==> config.mk <==
export PLATFORM = sky130hd
export DESIGN_NAME = cla8_req_sequencer
export DESIGN_NICKNAME = d
export VERILOG_FILES = /design/src/rtl/cla8_pkg.sv /design/src/rtl/cla8_rr_arb2.sv /design/src/rtl/cla8_req_sequencer.sv
export SDC_FILE = /design/constraint.sdc
export NUM_CORES = 1
export LEC_CHECK = 0
export CORE_MARGIN = 4
export CORE_UTILIZATION = 43
export CTS_CLUSTER_DIAMETER = 60
export DETAILED_ROUTE_END_ITERATION = 6
export GPL_TIMING_DRIVEN = 0
export PLACE_DENSITY = 0.85
export SETUP_SLACK_MARGIN = 0.5
export SYNTH_ARGS = -nofsm -noshare
export SYNTH_HDL_FRONTEND = slang
export SYNTH_SLANG_ARGS = --single-unit
export TNS_END_PERCENT = 20
==> constraint.sdc <==
create_clock -name clk -period 3.1 [get_ports clk]
set_clock_uncertainty 0.15 [all_clocks]
set_input_delay 0.62 -clock clk [delete_from_list [all_inputs] [get_ports clk]]
set_output_delay 0.62 -clock clk [all_outputs]
set_load 0.005 [all_outputs]
==> src/rtl/cla8_pkg.sv <==
// Shared types for the CLA8 request sequencer.
// Operand bundle, FSM state encoding and datapath width.
package cla8_pkg;

  localparam int CLA8_W = 8;

  typedef enum logic [1:0] {
    IDLE,
    SETTLE,
    RESP
  } cla8_seq_state_t;

  typedef struct packed {
    logic [CLA8_W-1:0] a;
    logic [CLA8_W-1:0] b;
    logic              cin;
  } cla8_op_t;

endpackage

==> src/rtl/cla8_rr_arb2.sv <==
// Two-input round-robin grant for the CLA8 sequencer.
// prio names the requester that wins a tie; it flips to the loser on update.
module cla8_rr_arb2 (
  input  logic clk,
  input  logic rst_n,
  input  logic valid0,
  input  logic valid1,
  input  logic update,
  output logic gnt0,
  output logic gnt1
);

  logic prio;

  always_comb begin
    gnt0 = 1'b0;
    gnt1 = 1'b0;
    unique case (1'b1)
      (valid0 & ~valid1): gnt0 = 1'b1;
      (valid1 & ~valid0): gnt1 = 1'b1;
      (valid0 & valid1): begin
        gnt0 = ~prio;
        gnt1 = prio;
      end
      default: ;
    endcase
  end

  always_ff @(posedge clk or negedge rst_n) begin
    if (!rst_n) begin
      prio <= 1'b0;
    end else if (update) begin
      prio <= gnt0;
    end
  end

endmodule

==> src/rtl/cla8_req_sequencer.sv <==
// Arbitrates two requesters onto a shared 8-bit CLA and returns tagged sums.
// Optional CLA8_SEQ_OVF_EN adds the signed overflow output rsp_ovf.
module cla8_req_sequencer
  import cla8_pkg::*;
#(
  parameter int SETTLE_CYCLES = 2
) (
  input  logic       clk,
  input  logic       rst_n,
  input  logic       req0_valid,
  output logic       req0_ready,
  input  logic [7:0] req0_a,
  input  logic [7:0] req0_b,
  input  logic       req0_cin,
  input  logic       req1_valid,
  output logic       req1_ready,
  input  logic [7:0] req1_a,
  input  logic [7:0] req1_b,
  input  logic       req1_cin,
  output logic [7:0] cla_a,
  output logic [7:0] cla_b,
  output logic       cla_cin,
  input  logic [7:0] cla_sum,
  input  logic       cla_cout,
  output logic       rsp_valid,
  input  logic       rsp_ready,
  output logic       rsp_id,
  output logic [7:0] rsp_sum,
`ifdef CLA8_SEQ_OVF_EN
  output logic       rsp_ovf,
`endif
  output logic       rsp_cout
);

  localparam int CW = $clog2(SETTLE_CYCLES + 1);

  generate
    if (SETTLE_CYCLES < 1) begin : g_bad_settle
      $error("SETTLE_CYCLES must be at least 1");
    end
  endgenerate

  cla8_seq_state_t state;
  logic [CW-1:0]   cnt;
  cla8_op_t        op0;
  cla8_op_t        op1;
  cla8_op_t        win;
  cla8_op_t        cla_q;
  logic            owner;
  logic            idle;
  logic            accept;
  logic            gnt0;
  logic            gnt1;

  assign idle   = (state == IDLE);
  assign accept = idle & (req0_valid | req1_valid);

  cla8_rr_arb2 u_arb (
    .clk    (clk),
    .rst_n  (rst_n),
    .valid0 (req0_valid),
    .valid1 (req1_valid),
    .update (accept),
    .gnt0   (gnt0),
    .gnt1   (gnt1)
  );

  assign req0_ready = idle & gnt0;
  assign req1_ready = idle & gnt1;

  assign op0 = '{a: req0_a, b: req0_b, cin: req0_cin};
  assign op1 = '{a: req1_a, b: req1_b, cin: req1_cin};
  assign win = gnt1 ? op1 : op0;

  assign cla_a   = cla_q.a;
  assign cla_b   = cla_q.b;
  assign cla_cin = cla_q.cin;

  // cla_q only moves on accept, so the CLA sees stable inputs until the next op
  always_ff @(posedge clk or negedge rst_n) begin
    if (!rst_n) begin
      state     <= IDLE;
      cnt       <= '0;
      cla_q     <= '0;
      owner     <= 1'b0;
      rsp_valid <= 1'b0;
      rsp_id    <= 1'b0;
      rsp_sum   <= '0;
      rsp_cout  <= 1'b0;
    end else begin
      unique case (state)
        IDLE: begin
          if (accept) begin
            cla_q <= win;
            owner <= gnt1;
            cnt   <= CW'(SETTLE_CYCLES - 1);
            state <= SETTLE;
          end
        end
        SETTLE: begin
          if (cnt == '0) begin
            rsp_sum   <= cla_sum;
            rsp_cout  <= cla_cout;
            rsp_id    <= owner;
            rsp_valid <= 1'b1;
            state     <= RESP;
          end else begin
            cnt <= cnt - 1'b1;
          end
        end
        RESP: begin
          if (rsp_ready) begin
            rsp_valid <= 1'b0;
            state     <= IDLE;
          end
        end
        default: state <= IDLE;
      endcase
    end
  end

`ifdef CLA8_SEQ_OVF_EN
  logic settle_done;

  assign settle_done = (state == SETTLE) && (cnt == '0);

  always_ff @(posedge clk or negedge rst_n) begin
    if (!rst_n) begin
      rsp_ovf <= 1'b0;
    end else if (settle_done) begin
      rsp_ovf <= (cla_q.a[7] == cla_q.b[7]) &&
                 (cla_sum[7] != cla_q.a[7]);
    end
  end
`endif

endmodule
==> flow_metrics.py, run 1 <==
metrics = {
    "logic_synthesis": {
        "synth.most_common_cell": "dfrtp_1",
        "ys_types": 25,
        "netlist_top_cells_count": "dfrtp_1 (34), a21oi_1 (19), a31oi_1 (17), nand3_1 (17), o21ai_0 (17)",
        "synthFlopType": "dfrtp_1",
        "yosysTopAreaCell": "dfrtp_1",
        "syn_inst": 155,
        "syn-cell-area_sq_um": 1569,
        "synth_edf_count": 0,
        "synth_seq_cells": 34,
        "ys_warn_count": 0,
        "yosysTopAreaCellShare": 0.5423,
        "synthArstFlopShare": 1.000,
        "syn-num-nets": 204,
        "synth_area_leaders": "dfrtp_1 (54%), a31oi_1 (6.8%), a21oi_1 (6.1%)",
        "ys_seq_area_frac": 0.5423,
        "syn_avg_cell_area_sq_um": 10.12,
    },
    "cells_and_area": {
        "fillers": 260,
        "stdcell_area_sq_um": 2542,
        "final_cells": 289,
        "antennaDiodeCount": 0,
        "drive_gt1_frac": 0.1358,
        "area_growth_pct": 62.04,
        "num-nets-final": 291,
    },
    "die": {
        "placementRows": 21,
        "fp.coreArea_sq_um": 3442,
        "die_w_um": 68.41,
        "initial_core_util": 0.4558,
        "die_h_um": 68.41,
        "io_pins": 78,
        "die_area_sq_um": 4679,
    },
    "pwr": {
        "finalPower_mw": 2.270,
        "power_density_nw_per_um2": 893.0,
        "max-vdd-ir-drop_mv": 0.4845,
        "p_leak_nw": 1.044,
    },
    "worst_setup_path": {
        "crit_fanout": 4,
        "crit_slowest_cell": "clkdlybuf4s50_1",
        "crit_family": "buffers and inverters",
        "worst_setup_path_start_kind": "input pin",
        "cp-end-kind": "output port",
        "path_buf_inv": 3,
        "path_class": "input pin to output port",
        "slowest_delay_ns": 0.49,
        "cp_cell_sequence": "dlygate4sd2_1, nand2b_1, buf_6, and3_4, clkdlybuf4s50_1",
        "crit_arrival_ns": 1.75,
        "worstPathRequired_ns": 2.33,
    },
    "sta": {
        "slew_viol_final": 0,
        "tns_ns": 0,
        "final.period_utilization": 0.8141,
        "relSlewSlack": 0.5079,
        "tightest_slew_ns": 0.7381,
        "finalSetupViolations": 0,
        "rsz0062_at_grt": "false",
        "whs_ns": 0.2480,
        "fin_crit_ns": 2.524,
        "fmax_mhz": 396.2,
        "finalHoldViolCount": 0,
    },
    "global_routing": {
        "grt_pass1_wl_um": 6734,
        "grt_usage": 0.1945,
        "grt_pass1_vias": 1547,
        "met1_usage": 0.2066,
        "grt.busiest_layer": "met2",
        "grt.overflow.total": 0,
        "grt_max_degree": 35,
        "met2_usage": 0.3468,
        "grtUsageMet3": 0.06897,
        "antenna_found_initial": 0,
    },
    "job": {
        "cap_viol_max_count": 0,
    },
    "drt": {
        "dr.first_iter.drc_count": 82,
        "routedWlPerCell_um": 14.63,
        "vias": 1529,
        "drc_errors": 0,
        "vias_per_cell": 5.291,
        "antenna_left": 0,
        "finalWirelength_um": 4227,
        "dr.pass1.iters": 4,
    },
    "clock_tree": {
        "clock_sinks": 34,
        "cts_tree": "yes",
        "cts_buffer_depth": 2,
        "cts_buffers": 5,
        "htreeDepth": 2,
        "clk_pin_slew_ns": 0.07,
        "insertion_delay_ns": 0.28,
        "hold_buffers": 0,
        "cts_root_buf": "clkbuf_8",
    },
    "placed_design": {
        "dp.cells": 278,
        "place_hpwl_um": 3015,
        "portBuffers": 77,
        "postPlaceCellArea_sq_um": 2392,
        "place.gp.congestion": 0.7365,
    },
    "outcome": {
        "outcome": "finished clean",
    },
    "hold_path": {
        "min_path_type": "input pin to async pin",
    },
}
## cells by family (layout without fill, tap and decap cells)
| kind of cell | after synthesis | count (layout) | share of synthesized area |
|---|---|---|---|
| compound gates | 57 | 57 | 0.2009 |
| buf+inv | 17 | 105 | 0.05741 |
| flops | 34 | 34 | 0.5423 |
| fa+ha+maj | 1 | 1 | 0.007973 |
| simple gates | 35 | 35 | 0.1132 |
| mux | 11 | 11 | 0.07815 |
## sequential cells by signal (all words and copies together) (netlist names)
name / count
rsp_sum: 8
state: 2
rsp_valid: 1
cla_b: 8
owner: 1
cla_a: 8
rsp_cout: 1
u_arb.prio: 1
cla_cin: 1
rsp_id: 1
cnt: 2
## metrics by stage
stage | utilization | worst slack (ns)
6_report | 0.7386 | 0.5763
5_1_grt | 0.7386 | 0.5302
4_1_cts | 0.7339 | 0.4082
3_5_place_dp | 0.6950 | 0.2506
3_3_place_gp | 0.6965 | 0.2780
2_1_floorplan | - | 1.322
## power by group
group | internal [mW] | switching (mW)
Clock | 0.179 | 0.149
Sequential | 0.675 | 0.131
Combinational | 0.679 | 0.457
Total | 1.53 | 0.738
## final cells by class
type                       instances  area, sq um  area share
buffer                            13        93.84     0.03691
clock buffer                       7        86.33     0.03396
clock inverter                     1        5.005    0.001969
inverter                           4        15.01    0.005906
multi-input combinational        104        645.6      0.2539
sequential                        34        853.3      0.3356
tap                               46        57.56     0.02264
timing repair buffer              80        785.8      0.3091
## per-layer routing
| layer | wire length (um) | share of wire |
|---|---|---|
| met4 | 57 | 0.013 |
| met2 | 2121 | 0.50 |
| met1 | 1619 | 0.38 |
| met5 | 0 | 0 |
| met3 | 429 | 0.10 |
## timing repair
action,in CTS,in global routing
endpoints found under the setup margin,2,1
resized for setup,8,7
buffers inserted,3,0
cloned,0,0
## cells in the final DEF (no fill, tap or decap), types with 3 or more instances in the layout
| cell | netlist | layout |
|---|---|---|
| clkdlybuf4s50_1 | 0 | 74 |
| dfrtp_1 | 34 | 32 |
| a21oi_1 | 19 | 19 |
| o21ai_0 | 17 | 17 |
| nand3_1 | 17 | 17 |
| a31oi_1 | 17 | 17 |
| buf_2 | 9 | 7 |
| mux2_2 | 6 | 6 |
| clkbuf_8 | 0 | 6 |
| buf_6 | 2 | 5 |
| nand2_1 | 5 | 5 |
| inv_1 | 4 | 4 |
| mux2_1 | 4 | 4 |
| clkbuf_1 | 2 | 3 |
| nor2_1 | 4 | 3 |
| buf_4 | 0 | 3 |
## path summary, 6_finish.rpt
check | from | end | cells past startpoint | slack, ns
min in group clk | owner$_DFFE_PN0P_ | owner$_DFFE_PN0P_ | 1 | 0.34
setup / recovery | req0_valid | req1_ready | 5 | 0.58
hold / removal | rst_n | cnt[1]$_DFFE_PN0P_ | 1 | 0.25
max in group asynchronous | rst_n | state[1]$_DFFE_PN0P_ | 1 | 2.04
hold reg to reg | owner$_DFFE_PN0P_ | owner$_DFFE_PN0P_ | 1 | 0.34
setup reg to reg | cnt[0]$_DFFE_PN0P_ | rsp_sum[7]$_DFFE_PN0P_ | 6 | 1.37
## worst register-to-register path, cell delays in order (launching register included)
cell,delay (ns)
dfrtp_1,0.36
inv_1,0.09
ha_1,0.20
nor2b_1,0.18
nand2_1,0.09
buf_2,0.20
mux2_1,0.33
Power figures use the tool's default switching activity.
==> run 2, diff against run 1 <==
CORE_UTILIZATION = 40   (was 43)
PLACE_DENSITY = 0.8   (was 0.85)
clock period = 2.5 ns   (was 3.1 ns; I/O delays follow)
==> flow_metrics.py, run 2 (same netlist as run 1, synthesis figures left out) <==
metrics = {
    "sta": {
        "finalSetupViolations": 0,
        "rsz0062_at_grt": "true",
        "relSlewSlack": 0.4984,
        "finalHoldViolCount": 0,
        "slew_viol_final": 0,
        "fin_crit_ns": 1.962,
        "tightest_slew_ns": 0.7524,
        "final.period_utilization": 0.7848,
        "fmax_mhz": 509.7,
        "tns_ns": 0,
    },
    "clock_tree": {
        "insertion_delay_ns": 0.28,
        "hold_buffers": 0,
        "cts_tree": "yes",
        "clk_pin_slew_ns": 0.07,
        "cts_buffers": 5,
        "htreeDepth": 2,
        "cts_buffer_depth": 2,
        "clock_sinks": 34,
        "cts_root_buf": "clkbuf_8",
    },
    "worst_setup_path": {
        "worstPathRequired_ns": 1.85,
        "crit_family": "buffers and inverters",
        "path_class": "input pin to output port",
        "cp_cell_sequence": "clkdlybuf4s15_1, buf_6, buf_4, nand2_1, and3_4, buf_2",
        "path_buf_inv": 4,
        "crit_arrival_ns": 1.31,
        "worst_setup_path_start_kind": "input pin",
        "crit_fanout": 3,
        "reg2reg_slack_ns": 0.79,
        "crit_slowest_cell": "clkdlybuf4s15_1",
        "slowest_delay_ns": 0.21,
        "cp-end-kind": "output port",
    },
    "die": {
        "placementRows": 22,
        "io_pins": 78,
        "die_w_um": 70.63,
        "fp.coreArea_sq_um": 3716,
        "initial_core_util": 0.4222,
        "die_h_um": 70.63,
        "die_area_sq_um": 4989,
    },
    "placed_design": {
        "dp.cells": 280,
        "place.gp.congestion": 0.7752,
        "place_hpwl_um": 3101,
        "portBuffers": 77,
    },
    "cells_and_area": {
        "final_common_cell": "clkdlybuf4s50_1",
        "antennaDiodeCount": 0,
        "final_cells": 295,
        "drive_gt1_frac": 0.1579,
        "area_growth_pct": 63.32,
        "final_cell_mix": "clkdlybuf4s50_1 (72), dfrtp_1 (34), a21oi_1 (19)",
        "num-nets-final": 295,
    },
    "global_routing": {
        "grt_pass1_wl_um": 6996,
        "grt.overflow.total": 0,
        "grt_max_degree": 35,
        "grt_pass1_vias": 1565,
        "antenna_found_initial": 0,
        "grt_usage": 0.1730,
    },
    "drt": {
        "antenna_left": 0,
        "vias_per_cell": 5.261,
        "vias": 1552,
        "routedWlPerCell_um": 14.76,
        "finalWirelength_um": 4355,
        "dr.first_iter.drc_count": 62,
        "drc_errors": 0,
        "dr.pass1.iters": 4,
    },
    "pwr": {
        "power_density_nw_per_um2": 1117,
        "p_leak_nw": 1.070,
        "max-vdd-ir-drop_mv": 0.4886,
    },
    "hold_path": {
        "min_path_type": "input pin to async pin",
    },
    "job": {
        "cap_viol_max_count": 0,
    },
    "outcome": {
        "outcome": "finished clean",
    },
}
[run 2: changes by cell type in the layout (fill, tap and decap cells not counted), moves of 2 or more]
cell	change
buf_4	+4
clkdlybuf4s50_1	-2
dfrtp_1	+2
dlygate4sd2_1	-2
dfrtp_2	-2
clkbuf_2	+2
[run 2: timing repair]
| item | 4_1_cts | 5_1_grt |
|---|---|---|
| buffers inserted | 7 | 0 |
| endpoints found under the setup margin | 2 | 2 |
| gates resized for setup | 16 | 6 |
| pin swaps | 1 | 1 |
[run 2: cell type report]
type	instances	area, sq um
Multi-Input combinational cell	104	648.1
Inverter	4	15.01
Tap cell	48	60.06
Buffer	13	93.84
Clock inverter	1	5.005
Timing Repair Buffer	84	803.3
Sequential cell	34	850.8
Fill cell	301	1154
Clock buffer	7	86.33
[run 2: final timing paths]
path	to	depth (start not counted)	from
worst max-delay path	req0_ready	6	req1_valid
worst min-delay path	cnt[0]$_DFFE_PN0P_	1	rst_n
worst max register to register	rsp_sum[4]$_DFFE_PN0P_	6	cnt[1]$_DFFE_PN0P_
worst min register to register	owner$_DFFE_PN0P_	1	owner$_DFFE_PN0P_
max in group asynchronous	cla_b[0]$_DFFE_PN0P_	1	rst_n
min in group clk	owner$_DFFE_PN0P_	1	owner$_DFFE_PN0P_
[run 2: metrics by stage]
step | setup WS [ns] | hold WS (ns) | power (mW) | util | area (sq um)
after floorplan | 0.9077 | 0.05441 | 1.639 | - | 1569
after global placement | -0.1018 | 0.3108 | 2.333 | 0.6458 | 2400
after detailed placement | -0.1095 | 0.3143 | 2.369 | 0.6444 | 2395
after CTS | 0.4755 | 0.1667 | 2.875 | 0.6892 | 2561
after global routing | 0.4940 | 0.2074 | 3.057 | 0.6896 | 2562
final | 0.5379 | 0.1334 | 2.862 | 0.6896 | 2562
[run 2: worst reg2reg max path, cell delays in order (launching register included)]
cell	delay (ns)
dfrtp_1	0.36
inv_1	0.05
ha_1	0.20
nor2b_1	0.15
nand2_1	0.09
buf_2	0.24
mux2_2	0.36
[run 2: per-layer routing]
layer,vias to the layer above,routed length (um),global-route usage
li1,743,-,-
met1,747,1699,0.1957
met2,58,2279,0.3191
met3,4,345,0.05398
met4,0,31,0.03758
met5,-,0,0
[run 2: power breakdown]
group	switching (mW)	internal [mW]	leakage (nW)	total [mW]
registers	0.144	0.833	0.393	0.977
logic	0.595	0.879	0.629	1.47
clock network	0.189	0.222	0.0482	0.411
total	0.928	1.93	1.07	2.86
==> run 3, diff against run 2 <==
CORE_UTILIZATION = 36   (was 40)
PLACE_DENSITY = 0.76   (was 0.8)
clock period = 1.7 ns   (was 2.5 ns; I/O delays follow)
==> flow_metrics.py, run 3 (same netlist as run 1, synthesis figures left out) <==
metrics = {
    "job": {
        "cap_viol_max_count": 0,
    },
    "cells_and_area": {
        "stdcell_area_sq_um": 2735,
        "drive_gt1_frac": 0.3922,
        "final_cells": 305,
        "final_common_cell": "clkdlybuf4s50_1",
        "num-nets-final": 303,
        "final_cell_mix": "clkdlybuf4s50_1 (44), dfrtp_1 (32), buf_2 (30)",
        "antennaDiodeCount": 0,
        "area_growth_pct": 74.32,
    },
    "outcome": {
        "outcome": "finished, violations left",
        "violations": "negative hold slack, negative setup slack",
    },
    "sta": {
        "fin_crit_ns": 1.725,
        "finalHoldViolCount": 34,
        "slew_viol_final": 0,
        "whs_ns": -0.03260,
        "final.period_utilization": 1.015,
        "tightest_slew_ns": 0.7527,
        "relSlewSlack": 0.4982,
        "worst_slack_ns": -0.02505,
        "finalSetupViolations": 1,
        "fmax_mhz": 579.7,
        "rsz0062_at_grt": "true",
    },
    "drt": {
        "vias": 1594,
        "finalWirelength_um": 4986,
        "vias_per_cell": 5.226,
        "dr.pass1.iters": 4,
        "dr.first_iter.drc_count": 68,
        "drc_errors": 0,
        "routedWlPerCell_um": 16.35,
        "antenna_left": 0,
    },
    "global_routing": {
        "grtUsageMet3": 0.05270,
        "grt_max_degree": 35,
        "grt.overflow.total": 0,
        "grt.busiest_layer": "met2",
        "grt_pass1_vias": 1559,
        "met1_usage": 0.2287,
        "met2_usage": 0.2982,
        "grt_pass1_wl_um": 7652,
        "antenna_found_initial": 0,
        "grt_usage": 0.1830,
    },
    "clock_tree": {
        "htreeDepth": 2,
        "hold_buffers": 0,
        "clock_sinks": 34,
        "insertion_delay_ns": 0.28,
        "clk_pin_slew_ns": 0.07,
        "cts_buffer_depth": 2,
        "cts_root_buf": "clkbuf_8",
        "cts_tree": "yes",
        "cts_buffers": 5,
    },
    "worst_setup_path": {
        "path_class": "flop to output port",
        "reg2reg_slack_ns": 0.07,
        "slowest_delay_ns": 0.43,
        "reg2reg_depth": 6,
        "timing.rr.end": "rsp_sum[7]$_DFFE_PN0P_",
        "worstPathRequired_ns": 1.21,
        "crit_path_frequent_cell": "buf_6",
        "crit_fanout": 4,
        "cp_cell_sequence": "nor2_4, buf_6, and3_4, buf_6",
        "cp-end-kind": "output port",
        "path_buf_inv": 2,
        "crit_family": "flip-flops",
        "crit_slowest_cell": "dfrtp_2",
        "r2r-start": "cnt[1]$_DFFE_PN0P_",
        "worst_setup_path_start_kind": "flop",
        "crit_arrival_ns": 1.24,
    },
    "die": {
        "initial_core_util": 0.3813,
        "placementRows": 23,
        "io_pins": 78,
        "die_w_um": 74.02,
        "die_area_sq_um": 5478,
        "fp.coreArea_sq_um": 4115,
        "die_h_um": 74.02,
    },
    "placed_design": {
        "postPlaceCellArea_sq_um": 2441,
        "place_hpwl_um": 3229,
        "place.gp.congestion": 0.7634,
        "dp.cells": 282,
        "pre_cts_ws_ns": -0.5972,
        "portBuffers": 77,
    },
    "pwr": {
        "p_leak_nw": 1.224,
        "power_density_nw_per_um2": 1695,
        "max-vdd-ir-drop_mv": 0.7584,
    },
    "hold_path": {
        "min_path_type": "input pin to async pin",
    },
}
==> run 3: cell count changes in the layout (fill, tap and decap cells not counted), sizes merged <==
| cell | change |
|---|---|
| buf | +37 |
| clkdlybuf4s50 | -28 |
| clkbuf | -2 |
| dlygate4sd2 | +1 |
==> run 3: per-layer routing <==
| layer | part of all wire | wire, um |
|---|---|---|
| met5 | 0 | 0 |
| met4 | 0.017 | 83 |
| met3 | 0.072 | 357 |
| met2 | 0.49 | 2459 |
| met1 | 0.42 | 2086 |
==> run 3: what timing repair did <==
action                                 4_1_cts  5_1_grt
cloned                                       0        1
endpoints found under the hold margin        0        0
buffers inserted                             9        5
setup endpoints to repair                   63       63
gates resized for setup                    161       31
pin swaps                                    5       14
==> run 3: worst reg2reg max path: cells and delay by family (launching register included) <==
kind                       cells  cell delay [ns]
DFF                            1             0.40
muxes                          1             0.29
and+or+nand+nor                2             0.28
buffers and inverters          2             0.25
adders and majority gates      1             0.14
==> run 3: area by class of cell <==
cell class                      instances  area [sq um]
Fill cell                             346          1380
Sequential cell                        34         853.3
Multi-Input combinational cell        104         785.8
Timing Repair Buffer                   92         780.7
Buffer                                 13         146.4
Clock buffer                            7         86.33
Tap cell                               50         62.56
Inverter                                4         15.01
Clock inverter                          1         5.005
==> run 3: how the worst max path moves through the flow <==
stage,start,cells after the start,end
CTS,state[1]$_DFFE_PN0P_,4,req1_ready
global route,state[0]$_DFFE_PN0P_,4,req1_ready
detailed placement,req0_valid,5,req1_ready
finish,state[0]$_DFFE_PN0P_,4,req1_ready
floorplan,cnt[1]$_DFFE_PN0P_,6,rsp_sum[0]$_DFFE_PN0P_
global placement,rst_n,1,cla_a[5]$_DFFE_PN0P_
==> run 3: through the flow <==
stage / util / power, mW / setup TNS, ns
final: 0.6646 / 4.635 / -0.02505
after global routing: 0.6646 / 4.971 / -0.09299
after CTS: 0.6291 / 4.323 / -0.02414
after detailed placement: 0.5932 / 3.620 / -4.584
after global placement: 0.5944 / 3.576 / -24.92
after floorplan: - / 2.538 / 0
==> run 3: power breakdown <==
part           switching [mW]  total (mW)  internal [mW]
Combinational            1.11        2.58           1.46
Clock                   0.286       0.613          0.327
Sequential              0.218        1.45           1.23
